==> src/rtl/cnn_conv_acc_relu.sv <==
// Convolution window accumulator with bias, arithmetic output shift and clipped ReLU.
// Sums KSIZE products per window and emits one 14-bit activated result per window.
module cnn_conv_acc_relu #(
   parameter int KSIZE     = 25,
   parameter int OUT_SHIFT = 6
) (
   input  logic               ap_clk,
   input  logic               ap_rst_n,
   input  logic               clr,
   input  logic               prod_vld,
   input  logic signed [19:0] prod_data,
   output logic               prod_rdy,
   input  logic signed [13:0] bias,
   output logic               out_vld,
   output logic signed [13:0] out_data,
   output logic               out_sat,
   input  logic               out_rdy
);

   localparam int CntW = (KSIZE > 1) ? $clog2(KSIZE) : 1;
   localparam logic [CntW-1:0] CntLast = CntW'(KSIZE - 1);

   typedef enum logic [1:0] {StIdle, StAcc, StOut} state_e;

   state_e                state_q;
   logic signed [31:0]    acc_q;
   logic [CntW-1:0]       cnt_q;
   logic                  prod_rdy_q;
   logic                  out_vld_q;
   logic signed [13:0]    out_data_q;
   logic                  out_sat_q;

   logic                  beat;
   logic                  last;
   logic signed [31:0]    base;
   logic signed [31:0]    sum;
   logic signed [31:0]    t;
   logic signed [13:0]    res;
   logic                  res_sat;

   always_comb begin
      beat = prod_vld && prod_rdy_q;
      // First beat of a window starts from the pre-scaled bias instead of the accumulator.
      base = (state_q == StIdle) ? (32'(bias) <<< OUT_SHIFT) : acc_q;
      sum  = base + 32'(prod_data);
      t    = sum >>> OUT_SHIFT;
      last = (state_q == StIdle) ? (KSIZE == 1) : (cnt_q == CntLast);
      res     = '0;
      res_sat = 1'b0;
      if (t < 0) begin
         res = '0;
      end else if (t > 32'sd8191) begin
         res     = 14'sd8191;
         res_sat = 1'b1;
      end else begin
         res = t[13:0];
      end
   end

   always_ff @(posedge ap_clk or negedge ap_rst_n) begin
      if (!ap_rst_n) begin
         state_q    <= StIdle;
         acc_q      <= '0;
         cnt_q      <= '0;
         prod_rdy_q <= 1'b0;
         out_vld_q  <= 1'b0;
         out_data_q <= '0;
         out_sat_q  <= 1'b0;
      end else begin
         unique case (state_q)
            StIdle, StAcc: begin
               prod_rdy_q <= 1'b1;
               if (clr) begin
                  acc_q   <= '0;
                  cnt_q   <= '0;
                  state_q <= StIdle;
               end else if (beat) begin
                  acc_q <= sum;
                  if (last) begin
                     cnt_q      <= '0;
                     state_q    <= StOut;
                     out_vld_q  <= 1'b1;
                     out_data_q <= res;
                     out_sat_q  <= res_sat;
                     prod_rdy_q <= 1'b0;
                  end else begin
                     cnt_q   <= (state_q == StIdle) ? CntW'(1) : cnt_q + CntW'(1);
                     state_q <= StAcc;
                  end
               end
            end
            StOut: begin
               // clr is deliberately ignored here so a finished result is never dropped.
               if (out_rdy) begin
                  state_q    <= StIdle;
                  out_vld_q  <= 1'b0;
                  prod_rdy_q <= 1'b1;
               end
            end
            default: state_q <= StIdle;
         endcase
      end
   end

   assign prod_rdy = prod_rdy_q;
   assign out_vld  = out_vld_q;
   assign out_data = out_data_q;
   assign out_sat  = out_sat_q;

endmodule

==> config.mk <==
export PLATFORM = sky130hd
export DESIGN_NAME = cnn_conv_acc_relu
export DESIGN_NICKNAME = d
export VERILOG_FILES = /design/src/rtl/cnn_conv_acc_relu.sv
export SDC_FILE = /design/constraint.sdc
export NUM_CORES = 1
export LEC_CHECK = 0
export BUFFER_PORTS_ARGS = -buffer_cell sky130_fd_sc_hd__buf_2
export CORE_ASPECT_RATIO = 0.75
export CORE_MARGIN = 2
export CORE_UTILIZATION = 35
export DETAILED_ROUTE_END_ITERATION = 8
export REMOVE_ABC_BUFFERS = 1
export SLEW_MARGIN = 0
export SYNTH_ARGS = -nofsm -noshare
export SYNTH_HDL_FRONTEND = slang
export SYNTH_SLANG_ARGS = --single-unit
==> constraint.sdc <==
create_clock -name ap_clk -period 8.6 [get_ports ap_clk]
set_clock_uncertainty 0.2 [all_clocks]
set_input_delay 0.43 -clock ap_clk [delete_from_list [all_inputs] [get_ports ap_clk]]
set_output_delay 0.43 -clock ap_clk [all_outputs]
set_load 0.1 [all_outputs]
# --- Word level (Yosys, flattened, before mapping) ---
# Index checks and enable logic that the tools add are counted.
classes:
  eq_ne: 8
  order_cmp: 2
  n_reduce_logical: 10
  addsub: 2
  bitwise: 1
  muxes: 27
op_table:
  columns: ["operator", "count"]
  rows:
  - ["two-way mux 32 bit", 3]
  - ["adder 32 x 20 -> 32 bit", 1]
  - ["two-way mux 14 bit", 2]
  - ["greater-than comparator 26 x 14 -> 1 bit (second input constant)", 1]
  - ["< comparator 26 x 1 -> 1 bit (second input constant)", 1]
  - ["two-way mux 5 bit", 4]
  - ["two-way mux 1 bit", 11]
  - ["two-way mux 2 bit", 4]
  - ["!= test 2 bit (second input constant)", 4]
  - ["AND reduction 2 bit", 3]
  - ["adder 5 x 1 -> 5 bit (second input constant)", 1]
  - ["== test 5 bit (second input constant)", 1]
  - ["AND reduction 5 bit", 1]
  - ["case mux 1 bit (2 select lines)", 2]
  - ["case mux 2 bit (2 select lines)", 1]
  - ["AND reduction 4 bit", 1]
  - ["nonzero test 2 bit", 2]
  - ["!= test 3 bit (second input constant)", 1]
  - ["== test 2 x 1 -> 1 bit (second input constant)", 1]
  - ["== test 2 bit (second input constant)", 1]
  - ["logical NOT 2 bit", 1]
  - ["OR reduction 2 bit", 1]
  - ["logical AND 1 bit", 1]
  - ["NOT 1 bit", 1]
totals:
  out_inout_bits: 17
  elab_cells: 57
  ff_bits: 56
  inputBits: 39

# --- Logic depth before layout (Yosys ltp) ---
logic_depth:
  depth_word: 6
  depth_mapped: 17
  depth_no_buf: 14

# --- Worst setup path after synthesis ---
# No wires, ideal clock.
synth_path:
  path_kind: "register to register"
  from: "register state_q[0]"
  to: "register out_data_q[1], in the netlist out_data[1]"
  n_path_buf: 3
  setup_time_ps: 124
  t_required_ps: 8276
  path_stages_with_launch: 17
  t_arrival_ps: 3591
  setup_slack_ps: 4685
  synth_period_minus_slack_ps: 3915
  path_cell_list: "dfrtp_1 > nor2_1 > and2_1 > buf_1 > a21o_1 > ha_1 > buf_2 > a21oi_1 > o21bai_1 > a21o_1 > or4_1 > a21oi_1 > o2111ai_1 > nor4_4 > nand4_4 > buf_6 > o221a_1"
synth_via:
  elab_chain_cells: 6
  elab_cells_between_ends: 11
  cone_classes: "add/sub: 1; order compare: 2; eq/ne: 1; mux: 4; reduce/logical: 3"
synth_lines:
  columns: ["item", "line", "text"]
  rows:
  - ["start, declared", "25", "state_e state_q;"]
  - ["start signal, assigned", "62", "state_q <= StIdle;"]
  - ["start signal, assigned", "76", "state_q <= StIdle;"]
  - ["start signal, assigned", "81", "state_q <= StOut;"]
  - ["logical NOT 2 bit", "44, 47, 70", null]
  - ["two-way mux 32 bit", "44", "base = (state_q == StIdle) ? (32'(bias) <<< OUT_SHIFT) : acc_q;"]
  - ["adder 32 x 20 -> 32 bit", "45", "sum = base + 32'(prod_data);"]
  - ["greater-than comparator 26 x 14 -> 1 bit", "52", "end else if (t > 32'sd8191) begin"]
  - ["two-way mux 14 bit", "52", null]
  - ["two-way mux 14 bit", "50", "if (t < 0) begin"]
  - ["end signal, assigned", "83", "out_data_q <= res;"]
  - ["end, declared", "30", "logic signed [13:0] out_data_q;"]
# Parallel ways exist; a longest one is shown, timed or not.
# A chain may end at the register's enable or synchronous reset.

# --- Final worst setup path ---
layout_path:
  from: "register state_q[1]"
  to: "register out_data_q[12], in the netlist out_data[12]"
# The elaborated chain is that of the path after synthesis.

==> flow_metrics.tcl <==
set metrics [dict create \
    ys_dominant_reg_cell "sky130_fd_sc_hd__dfrtp_1" \
    cts_inserted_buffers 5 \
    mapped_area_mm2 0.004561 \
    clock_path_buffers 2 \
    chipHeight_um 102.9 \
    placeableCoreArea_mm2 0.01284 \
    syn-instance-count 537 \
    routed_via_density 5.739 \
    gr-total-overflow 0 \
    syn2layout_area_growth_pct 12.26 \
    antennaDiodeCount 0 \
    post_cts_buffers 0 \
    end_kind "flip-flop" \
    initial_core_util_pct 35.53 \
    hold_ws_ns 0.08303 \
    cts-root-buf "sky130_fd_sc_hd__clkbuf_16" \
    final_antenna_net_count 0 \
    post-route-worst-setup-slack_ns 3.719 \
    cts_tree "yes" \
    yosys.area.top_type_share_pct 30.73 \
    crit_path_top_delay_cell "sky130_fd_sc_hd__or2_2" \
    slew-limit-headroom_pct 34.02 \
    grt_start_max_net_pins 57 \
    vias_in_the_first_global_route 4196 \
    outcome "completed" \
    post_cts_resize_count 0 \
    final_util_pct 39.88 \
    start_kind "flip-flop" \
    final-hold-violation-count 0 \
    place_hpwl_um 9822 \
    synth_top_cells_by_area "sky130_fd_sc_hd__dfrtp_1 31%, sky130_fd_sc_hd__ha_1 9.9%, sky130_fd_sc_hd__nand2_1 7.2%" \
    clk_latency_ns 0.30 \
    cp_max_fo 32 \
    rows 36 \
    detailedRoute.firstPassIterationCount 5 \
    cts_max_level 2 \
    synth.distinct_cells 67 \
    critical_path.top_delay_family "simple AND/OR/NAND/NOR gates" \
    detail_route.iter0.violations 322 \
    grt_busiest_layer "met2" \
    grt_antenna_before_repair 0 \
    synthDominantAreaCellType "sky130_fd_sc_hd__dfrtp_1" \
    setup.worst_path.class "flip-flop to flip-flop" \
    global_route.usage.met2_pct 29.72 \
    ys_warn_count 0 \
    postSynthAreaPerCell_um2 8.493 \
    min_period_ns 4.881 \
    async_reset_ff_share_pct 100.0 \
    grt_pass1_wl_um 21550 \
    io_buffers 55 \
    power.density_cell_area_mw_per_mm2 169.1 \
    drv.max_cap_violation_count 0 \
    crit_path_max_incr_delay_ns 0.61 \
    layout-drive-gt1-share_pct 14.16 \
    setup_viol_count_final 0 \
    grt.total_usage_pct 19.59 \
    total_die_area_mm2 0.01397 \
    vias 4264 \
    final_min_period_over_clock_period_pct 56.75 \
    ys_ff_latch 56 \
    max-vdd-ir-drop_uv 109.8 \
    max_transition_viols_final 0 \
    grt_setup_unrepaired "false" \
    worst_slew_pin_slew_ns 0.9897 \
    drc 0 \
    m1_gr_usage_pct 29.15 \
    hold_path_class "primary input to asynchronous set/reset pin" \
    finalNetCount 648 \
    max_freq_ghz 0.2049 \
    totalWireLength_um 13100 \
    tns_ns 0 \
    synth_seq_area_share_pct 30.73 \
    path_cells "or2_2, and2_1, ha_1, inv_1, fa_1, nor2b_1, o2111a_1, o21ba_2, a21oi_1, nor3_1, a311oi_1, a211oi_2, nand4_4, o221a_1" \
    timing.critical_path.required_ns 8.59 \
    design.portCount 56 \
    detailedPlace.worstSlack_ns 3.896 \
    worstPathArrival_ns 4.87 \
    cts.sink_count 56 \
    synth_enable_flop_cells 0 \
    gp_congestion 0.9644 \
    crit_buf_inv 1 \
    detail_route.wl_per_cell_um 17.62 \
    clk_transition_reported_paths_ns 0.07 \
    postCtsHoldBufs 0 \
    die_width_um 135.8 \
    power_mw 0.8658 \
    grt.met3_usage_pct 2.753 \
    p_leak_nw 2.498 \
]
cell families (layout without fill, tap and decap cells):
logic type | count (synthesis) | in the layout | synth area share [%]
AOI/OAI and AO/OA | 174 | 174 | 28.34
xor gates and xnor gates | 24 | 24 | 4.609
adders and majority gates | 37 | 37 | 10.32
buffers and inverters | 45 | 80 | 4.170
DFF | 56 | 56 | 30.73
muxes | 1 | 1 | 0.2195
and+or+nand+nor | 200 | 200 | 21.62
through the flow:
| stage | cell area, µm² | instances |
|---|---|---|
| finish | 5120 | 743 |
| global route | 5120 | 743 |
| CTS | 5120 | 743 |
| detailed placement | 4935 | 736 |
| global placement | 4935 | 736 |
| floorplan | 4431 | 508 |
cell usage in the layout (no fill, tap or decap), drive strengths merged, types with 7 or more instances in the layout:
cell type	Yosys	layout
nand2	88	88
buf	11	57
dfrtp	56	56
ha	36	36
nor2	33	33
a21oi	30	30
o21ai	29	29
a22o	23	23
a21o	20	20
inv	16	16
nand4	14	14
xnor2	13	13
o221a	13	13
and2	13	13
nor3	12	12
xor2	11	11
nand3	11	11
a211oi	10	10
o21bai	7	7
power by group:
| group | switching [mW] | internal (mW) | leakage (nW) |
|---|---|---|---|
| Combinational | 0.190 | 0.117 | 1.66 |
| Sequential | 0.0130 | 0.284 | 0.752 |
| Clock | 0.0967 | 0.165 | 0.0899 |
| Total | 0.300 | 0.566 | 2.50 |
area by class of cell:
type / count / area, µm²
repair buffers: 57 / 290.3
inverters: 16 / 60.06
multi-input cells: 436 / 2969
clock buffers: 5 / 125.1
fillers: 1323 / 7717
flip-flops and latches: 56 / 1401
clock inverters: 2 / 60.06
well taps: 171 / 214.0
final timing paths:
| kind | from | end | slack, ns | cells after the start |
|---|---|---|---|---|
| min in group ap_clk | out_rdy | state_q[1] | 0.15 | 2 |
| worst min register to register | acc_q[2] | acc_q[2] | 0.28 | 2 |
| worst min-delay path | ap_rst_n | acc_q[16] | 0.08 | 2 |
| max in group asynchronous | ap_rst_n | acc_q[29] | 7.63 | 2 |
| worst max register to register | state_q[1] | out_data[12] | 3.72 | 14 |
| worst max-delay path | state_q[1] | out_data[12] | 3.72 | 14 |
synth_stat cells (7+ instances only):
master                     count
sky130_fd_sc_hd__nand4_1      12
sky130_fd_sc_hd__a21oi_1      29
sky130_fd_sc_hd__o221a_1      13
sky130_fd_sc_hd__o21ai_0      26
sky130_fd_sc_hd__nand3_1      10
sky130_fd_sc_hd__a21o_1       20
sky130_fd_sc_hd__xor2_1       11
sky130_fd_sc_hd__nor2_1       33
sky130_fd_sc_hd__nand2_1      88
sky130_fd_sc_hd__buf_2         8
sky130_fd_sc_hd__xnor2_1      13
sky130_fd_sc_hd__dfrtp_1      56
sky130_fd_sc_hd__a211oi_1      7
sky130_fd_sc_hd__nor3_1       12
sky130_fd_sc_hd__and2_1       12
sky130_fd_sc_hd__clkbuf_1     18
sky130_fd_sc_hd__ha_1         36
sky130_fd_sc_hd__inv_1        16
sky130_fd_sc_hd__o21bai_1      7
sky130_fd_sc_hd__a22o_1       23
sequential cells by signal, summed over array words and instances, names as in the netlist:
register,count
acc_q,32
out_vld,1
state_q,2
out_data,14
out_sat,1
cnt_q,5
prod_rdy,1
worst reg2reg max path, stage by stage, from the launching register on:
cell and delay (ns):
sky130_fd_sc_hd__dfrtp_1 0.46, sky130_fd_sc_hd__or2_2 0.61, sky130_fd_sc_hd__and2_1 0.27, sky130_fd_sc_hd__ha_1 0.17
sky130_fd_sc_hd__inv_1 0.06, sky130_fd_sc_hd__fa_1 0.39, sky130_fd_sc_hd__nor2b_1 0.25, sky130_fd_sc_hd__o2111a_1 0.27
sky130_fd_sc_hd__o21ba_2 0.26, sky130_fd_sc_hd__a21oi_1 0.14, sky130_fd_sc_hd__nor3_1 0.45, sky130_fd_sc_hd__a311oi_1 0.26
sky130_fd_sc_hd__a211oi_2 0.36, sky130_fd_sc_hd__nand4_4 0.29, sky130_fd_sc_hd__o221a_1 0.32
metal layers:
metal  vias to the layer above  part of all wire, %
li1                       2049                    -
met1                      2041                   51
met2                       157                   41
met3                        17                  6.0
met4                         0                  1.6
met5                         -                    0
No activity file was read; power rests on OpenSTA's default activity.
